File: config.mk
export PLATFORM = sky130hd
export DESIGN_NAME = cmd_bridge
export DESIGN_NICKNAME = d
export VERILOG_FILES = /design/src/rtl/cmd_bridge.sv
export SDC_FILE = /design/constraint.sdc
export NUM_CORES = 1
export LEC_CHECK = 0
export BUFFER_PORTS_ARGS = -buffer_cell sky130_fd_sc_hd__buf_4
export CORE_MARGIN = 5
export CORE_UTILIZATION = 59
export CTS_BUF_LIST = sky130_fd_sc_hd__clkbuf_4 sky130_fd_sc_hd__clkbuf_8 sky130_fd_sc_hd__clkbuf_16
export DETAILED_ROUTE_END_ITERATION = 8
export PLACE_DENSITY = 0.94
export SYNTH_ARGS = -nofsm -noshare
export SYNTH_HDL_FRONTEND = slang
export SYNTH_SLANG_ARGS = --single-unit
File: constraint.sdc
create_clock -name clk -period 8.4 [get_ports clk]
set_input_delay 0.84 -clock clk [delete_from_list [all_inputs] [get_ports clk]]
set_output_delay 0.84 -clock clk [all_outputs]
set_load 0.02 [all_outputs]
File: src/rtl/cmd_bridge.sv
// rtl/cmd_bridge.sv - byte-stream command bridge driving a Wishbone master
//
// Receives a command frame on the rx byte stream, runs one Wishbone cycle,
// then returns a status byte (plus read data for successful reads) on tx.
// Ports:
//   clk, rst                    clock, asynchronous active-high reset
//   rx_data, rx_valid, rx_ready command bytes in (header + optional 4 data)
//   tx_data, tx_valid, tx_ready response bytes out (status + optional 4 data)
//   wb_stb_o, wb_cyc_o, wb_we_o, wb_adr_o, wb_dat_o   Wishbone master outputs
//   wb_dat_i, wb_ack_i                                Wishbone master inputs
module cmd_bridge #(
    parameter int TIMEOUT = 16
) (
    input  logic        clk,
    input  logic        rst,
    input  logic [7:0]  rx_data,
    input  logic        rx_valid,
    output logic        rx_ready,
    output logic [7:0]  tx_data,
    output logic        tx_valid,
    input  logic        tx_ready,
    output logic        wb_stb_o,
    output logic        wb_cyc_o,
    output logic        wb_we_o,
    output logic [6:0]  wb_adr_o,
    output logic [31:0] wb_dat_o,
    input  logic [31:0] wb_dat_i,
    input  logic        wb_ack_i
);
    typedef enum logic [1:0] {RX_HDR, RX_DATA, BUS, TX} state_t;

    // Last stb cycle index before the cycle is abandoned.
    localparam logic [7:0] TMO_LAST = 8'(TIMEOUT - 1);

    state_t      state, state_next;
    logic [2:0]  byte_cnt;   // rx data byte index, then tx response byte index
    logic [7:0]  tmo_cnt;
    logic        timed_out;
    logic [31:0] rd_data;
    logic        rx_fire, tx_fire, tx_last;
    logic [7:0]  resp_cur, resp_next;

    function automatic logic [7:0] resp_byte(input logic [2:0] idx,
                                             input logic status,
                                             input logic [31:0] data);
        case (idx)
            3'd1:    resp_byte = data[7:0];
            3'd2:    resp_byte = data[15:8];
            3'd3:    resp_byte = data[23:16];
            3'd4:    resp_byte = data[31:24];
            default: resp_byte = {7'd0, status};
        endcase
    endfunction

    // rx_ready is gated by rst so it reads 0 for the whole reset pulse.
    assign rx_ready  = !rst && (state == RX_HDR || state == RX_DATA);
    assign rx_fire   = rx_valid && rx_ready;
    assign tx_fire   = tx_valid && tx_ready;
    // Writes and timeouts answer with the status byte only.
    assign tx_last   = (wb_we_o || timed_out) ? (byte_cnt == 3'd0) : (byte_cnt == 3'd4);
    assign resp_cur  = resp_byte(byte_cnt, timed_out, rd_data);
    assign resp_next = resp_byte(byte_cnt + 3'd1, timed_out, rd_data);

    always_ff @(posedge clk or posedge rst) begin
        if (rst) state <= RX_HDR;
        else     state <= state_next;
    end

    always_comb begin
        state_next = state;
        case (state)
            RX_HDR:  if (rx_fire) state_next = rx_data[7] ? RX_DATA : BUS;
            RX_DATA: if (rx_fire && byte_cnt == 3'd3) state_next = BUS;
            BUS:     if (wb_ack_i || tmo_cnt == TMO_LAST) state_next = TX;
            TX:      if (tx_fire && tx_last) state_next = RX_HDR;
            default: state_next = RX_HDR;
        endcase
    end

    always_ff @(posedge clk or posedge rst) begin
        if (rst) begin
            byte_cnt  <= 3'd0;
            tmo_cnt   <= 8'd0;
            timed_out <= 1'b0;
            rd_data   <= 32'd0;
            wb_stb_o  <= 1'b0;
            wb_cyc_o  <= 1'b0;
            wb_we_o   <= 1'b0;
            wb_adr_o  <= 7'd0;
            wb_dat_o  <= 32'd0;
            tx_data   <= 8'd0;
            tx_valid  <= 1'b0;
        end else begin
            case (state)
                RX_HDR: if (rx_fire) begin
                    wb_we_o  <= rx_data[7];
                    wb_adr_o <= rx_data[6:0];
                    byte_cnt <= 3'd0;
                    if (!rx_data[7]) begin
                        wb_stb_o <= 1'b1;
                        wb_cyc_o <= 1'b1;
                        tmo_cnt  <= 8'd0;
                    end
                end
                RX_DATA: if (rx_fire) begin
                    // Little-endian: first data byte lands in bits 7:0.
                    wb_dat_o[{byte_cnt[1:0], 3'b000} +: 8] <= rx_data;
                    if (byte_cnt == 3'd3) begin
                        byte_cnt <= 3'd0;
                        wb_stb_o <= 1'b1;
                        wb_cyc_o <= 1'b1;
                        tmo_cnt  <= 8'd0;
                    end else begin
                        byte_cnt <= byte_cnt + 3'd1;
                    end
                end
                BUS: begin
                    byte_cnt <= 3'd0;
                    if (wb_ack_i) begin
                        wb_stb_o  <= 1'b0;
                        wb_cyc_o  <= 1'b0;
                        rd_data   <= wb_dat_i;
                        timed_out <= 1'b0;
                    end else if (tmo_cnt == TMO_LAST) begin
                        wb_stb_o  <= 1'b0;
                        wb_cyc_o  <= 1'b0;
                        timed_out <= 1'b1;
                    end else begin
                        tmo_cnt <= tmo_cnt + 8'd1;
                    end
                end
                TX: begin
                    if (!tx_valid) begin
                        tx_valid <= 1'b1;
                        tx_data  <= resp_cur;
                    end else if (tx_ready) begin
                        if (tx_last) begin
                            tx_valid <= 1'b0;
                            byte_cnt <= 3'd0;
                        end else begin
                            byte_cnt <= byte_cnt + 3'd1;
                            tx_data  <= resp_next;
                        end
                    end
                end
                default: ;
            endcase
        end
    end
endmodule

==> metrics.md <==
| Metric | Value |
|---|---|
| Initial core utilization | 0.612 |
| Critical path required time | 8640 ps |
| Critical path's slowest cell | ha_1 |
| Setup crit start kind | register |
| Reg2reg end | tx_data[0] |
| Final std cell area, no fill | 5740 sq um |
| Number of post-CTS setup repair buffers | 0 |
| Post-synthesis cell count | 451 |
| Placed cells | 626 |
| R2R cell count | 6 |
| Max-cap violations | 0 |
| Most frequent cells after synthesis | 96 x dfrtp_1, 87 x nand2_1, 44 x o21ai_0 |
| Placed inst area | 5530 sq um |
| Hold Buf Count CTS | 0 |
| Worst reg2reg path startpoint | byte_cnt[0] |
| Initial DRC count | 297 |
| Simple-gate share of the synthesized area | 0.132 |
| Async S/R FF share, synth | 1.00 |
| Cell Count, Final, Fillers Out | 642 |
| Root buffer cell | clkbuf_8 |
| H-tree depth | 3 |
| Compound-Gate Fraction of Synth Area | 0.179 |
| N_diodes | 0 |
| EDFF count, synth | 0 |
| Die W | 100 um |
| RePlAce Congestion | 0.838 |
| Gr usage total | 0.244 |
| Final core occ | 0.735 |
| Final antenna-violating net count | 0 |
| Hold slack | 489 ps |
| Layout net count | 593 |
| Start point of the critical path | byte_cnt[0] |
| Initial antenna violation count | 0 |
| Clock transition at path regs | 90 ps |
| R2R setup slack | 5400 ps |
| Grt ovf | 0 |
| PnR worst setup slack | 5400 ps |
| Most common cell in the netlist | dfrtp_1 |
| Most common flop cell mapped by yosys | dfrtp_1 |
| Die Area | 10000 sq um |
| Row Count | 32 |
| Synth Area in Adders | 0.0340 |
| Clock buffer count from CTS | 9 |
| Fin Setup TNS | 0 ps |
| Area leader, netlist | dfrtp_1 |
| Core region area | 7810 sq um |
| Net Count, Synth | 509 |
| Num ports | 97 |
| Kind of critical path | reg -> reg |
| Final hold vios | 0 |
| Hold crit path type | reg -> reg |
| Yosys cell types | 56 |
| Combinational family with the most area after synthesis | compound AO/OA/AOI/OAI gates |
| Crit Path Max Fanout | 25 |
| Clock sinks | 96 |
| Yosys warns | 0 |
| DRT Pass-1 Iters | 7 |
| Seq/Total Area, Yosys | 0.502 |
| Power per Cell Area | 342 nW/um^2 |
| Post-CTS sizing | 0 |
| Fmax | 0.334 GHz |
| Setup crit end | tx_data[0] |
| Largest net degree at the start of global routing | 97 |
| Avg WL per Cell | 18.5 um |
| Pre-CTS WS | 5590 ps |
| Clk_skew | 6.94 ps |
| Clk_lat worst skew | 370 ps |
| Number of global-route vias before repair | 3924 |
| Leading post-synthesis cells by cell area | dfrtp_1 50%, mux2_2 9.9%, nand2_1 6.8% |
| Syn-to-layout area delta | 20.0% |
| Max-slew headroom | 0.155 |
| Post-Synth XOR/XNOR Area | 0 |
| Number of synthesized register bits | 96 |
| Routed vias/inst | 6.20 |
| Post-DP HPWL | 8400 um |
| Worst path max stage delay | 840 ps |
| Peak VDD IR | 0.000194 V |
| CP endpoint kind | register |
| Worst-path cell chain | inv_1 > ha_1 > nor3b_1 > nor3_1 > o211a_1 > o32ai_1 |
| Mux cell area share after synthesis | 0.117 |
| Area share of the largest cell type after synthesis | 0.502 |
| Setup violations, final | 0 |
| Post-Syn Area per Cell | 10.6 sq um |
| Mapped Area | 4780 sq um |
| Crit path time final | 3000 ps |
| Die Ht | 100 um |
| Worst-Margin Slew | 1260 ps |
| Leakage | 2.61 nW |
| RSZ-0062 raised after global routing | false |
| Clock Path Buffers | 2 |
| Fin. max-slew vios | 0 |
| DR vias | 3979 |
| Share of cells above drive strength 1 | 0.309 |
| CTS tree | yes |
| WL final | 11900 um |
| Worst EP arrival | 3230 ps |
| Power consumption | 1.96 mW |
| DRC errors left | 0 |
| First-pass GRT wire length | 19600 um |
| Port Buffers | 96 |
| Period Utilization, post-route | 0.357 |
| Result of the run | finished clean |
-- flip-flops by register name, summed over array words and instances (netlist names) --
register   count
timed_out      1
wb_adr_o       7
rd_data       32
wb_we_o        1
byte_cnt       3
tx_valid       1
wb_cyc_o       1
tmo_cnt        8
wb_dat_o      32
state          2
tx_data        8
-- worst max-delay path: cells and delay by family (launching register included) --
kind | cells | cell delay [ps]
AND/OR/NAND/NOR | 2 | 1000
adder cells (fa/ha/maj) | 1 | 840
flip-flops | 1 | 470
buffers and inverters | 1 | 190
AO/OA/AOI/OAI | 2 | 360
-- report_power, final --
part	switching, mW	internal, mW	total (mW)	leakage [nW]
Sequential	0.148	0.619	0.766	1.22
Combinational	0.478	0.391	0.869	1.28
Clock	0.174	0.150	0.324	0.105
-- layout make-up --
class,instances,area [sq um]
Sequential cell,96,2400
Multi-Input combinational cell,316,2210
Fill cell,525,2070
Timing Repair Buffer,97,728
Clock buffer,10,138
Tap cell,102,128
Clock inverter,6,75.1
Inverter,15,57.6
-- cells in the final DEF (no fill, tap or decap), types with 2 or more instances in the layout --
cell type | synthesis | final
nor2b_1 | 2 | 2
nand3b_1 | 9 | 9
o21a_1 | 2 | 2
ha_1 | 13 | 13
dfrtp_1 | 96 | 96
nor3b_1 | 2 | 2
o31ai_1 | 2 | 2
clkbuf_8 | 0 | 10
nand3_1 | 5 | 5
o221ai_1 | 2 | 2
a32oi_1 | 8 | 8
nor2_1 | 9 | 9
mux2_1 | 4 | 4
inv_1 | 15 | 14
o21ai_0 | 44 | 44
nand2_1 | 87 | 87
inv_6 | 0 | 2
mux2i_1 | 4 | 4
and3b_1 | 2 | 2
a22o_1 | 7 | 7
a211o_1 | 2 | 2
nor3_2 | 3 | 3
nor3_1 | 4 | 4
a22oi_1 | 10 | 10
a31oi_1 | 3 | 3
o21ai_1 | 15 | 15
buf_4 | 2 | 97
a21oi_1 | 4 | 4
mux2_2 | 42 | 42
a222oi_1 | 7 | 7
-- worst min-delay path by stage --
stage	from	to	slack, ps	depth (start not counted)
after floorplan	tmo_cnt[7]	tmo_cnt[7]	470	1
after global placement	wb_dat_o[19]	wb_dat_o[19]	460	2
after detailed placement	wb_dat_o[19]	wb_dat_o[19]	470	2
after CTS	wb_dat_o[19]	wb_dat_o[19]	490	2
after global routing	wb_dat_o[19]	wb_dat_o[19]	510	2
final	wb_dat_o[19]	wb_dat_o[19]	490	2
-- metal layers --
| layer | vias to the layer above | track usage | wire length (um) |
|---|---|---|---|
| li1 | 1802 | - | - |
| met1 | 1927 | 0.312 | 4550 |
| met2 | 217 | 0.415 | 5980 |
| met3 | 33 | 0.0500 | 1050 |
| met4 | 0 | 0.0860 | 274 |
| met5 | - | 0 | 0 |
-- cell families after synthesis --
kind of cell | after synthesis
fa+ha+maj | 13
simple gates | 132
compound gates | 121
mux | 50
buf+inv | 39
flops | 96
(Power assumes the default switching activity.)
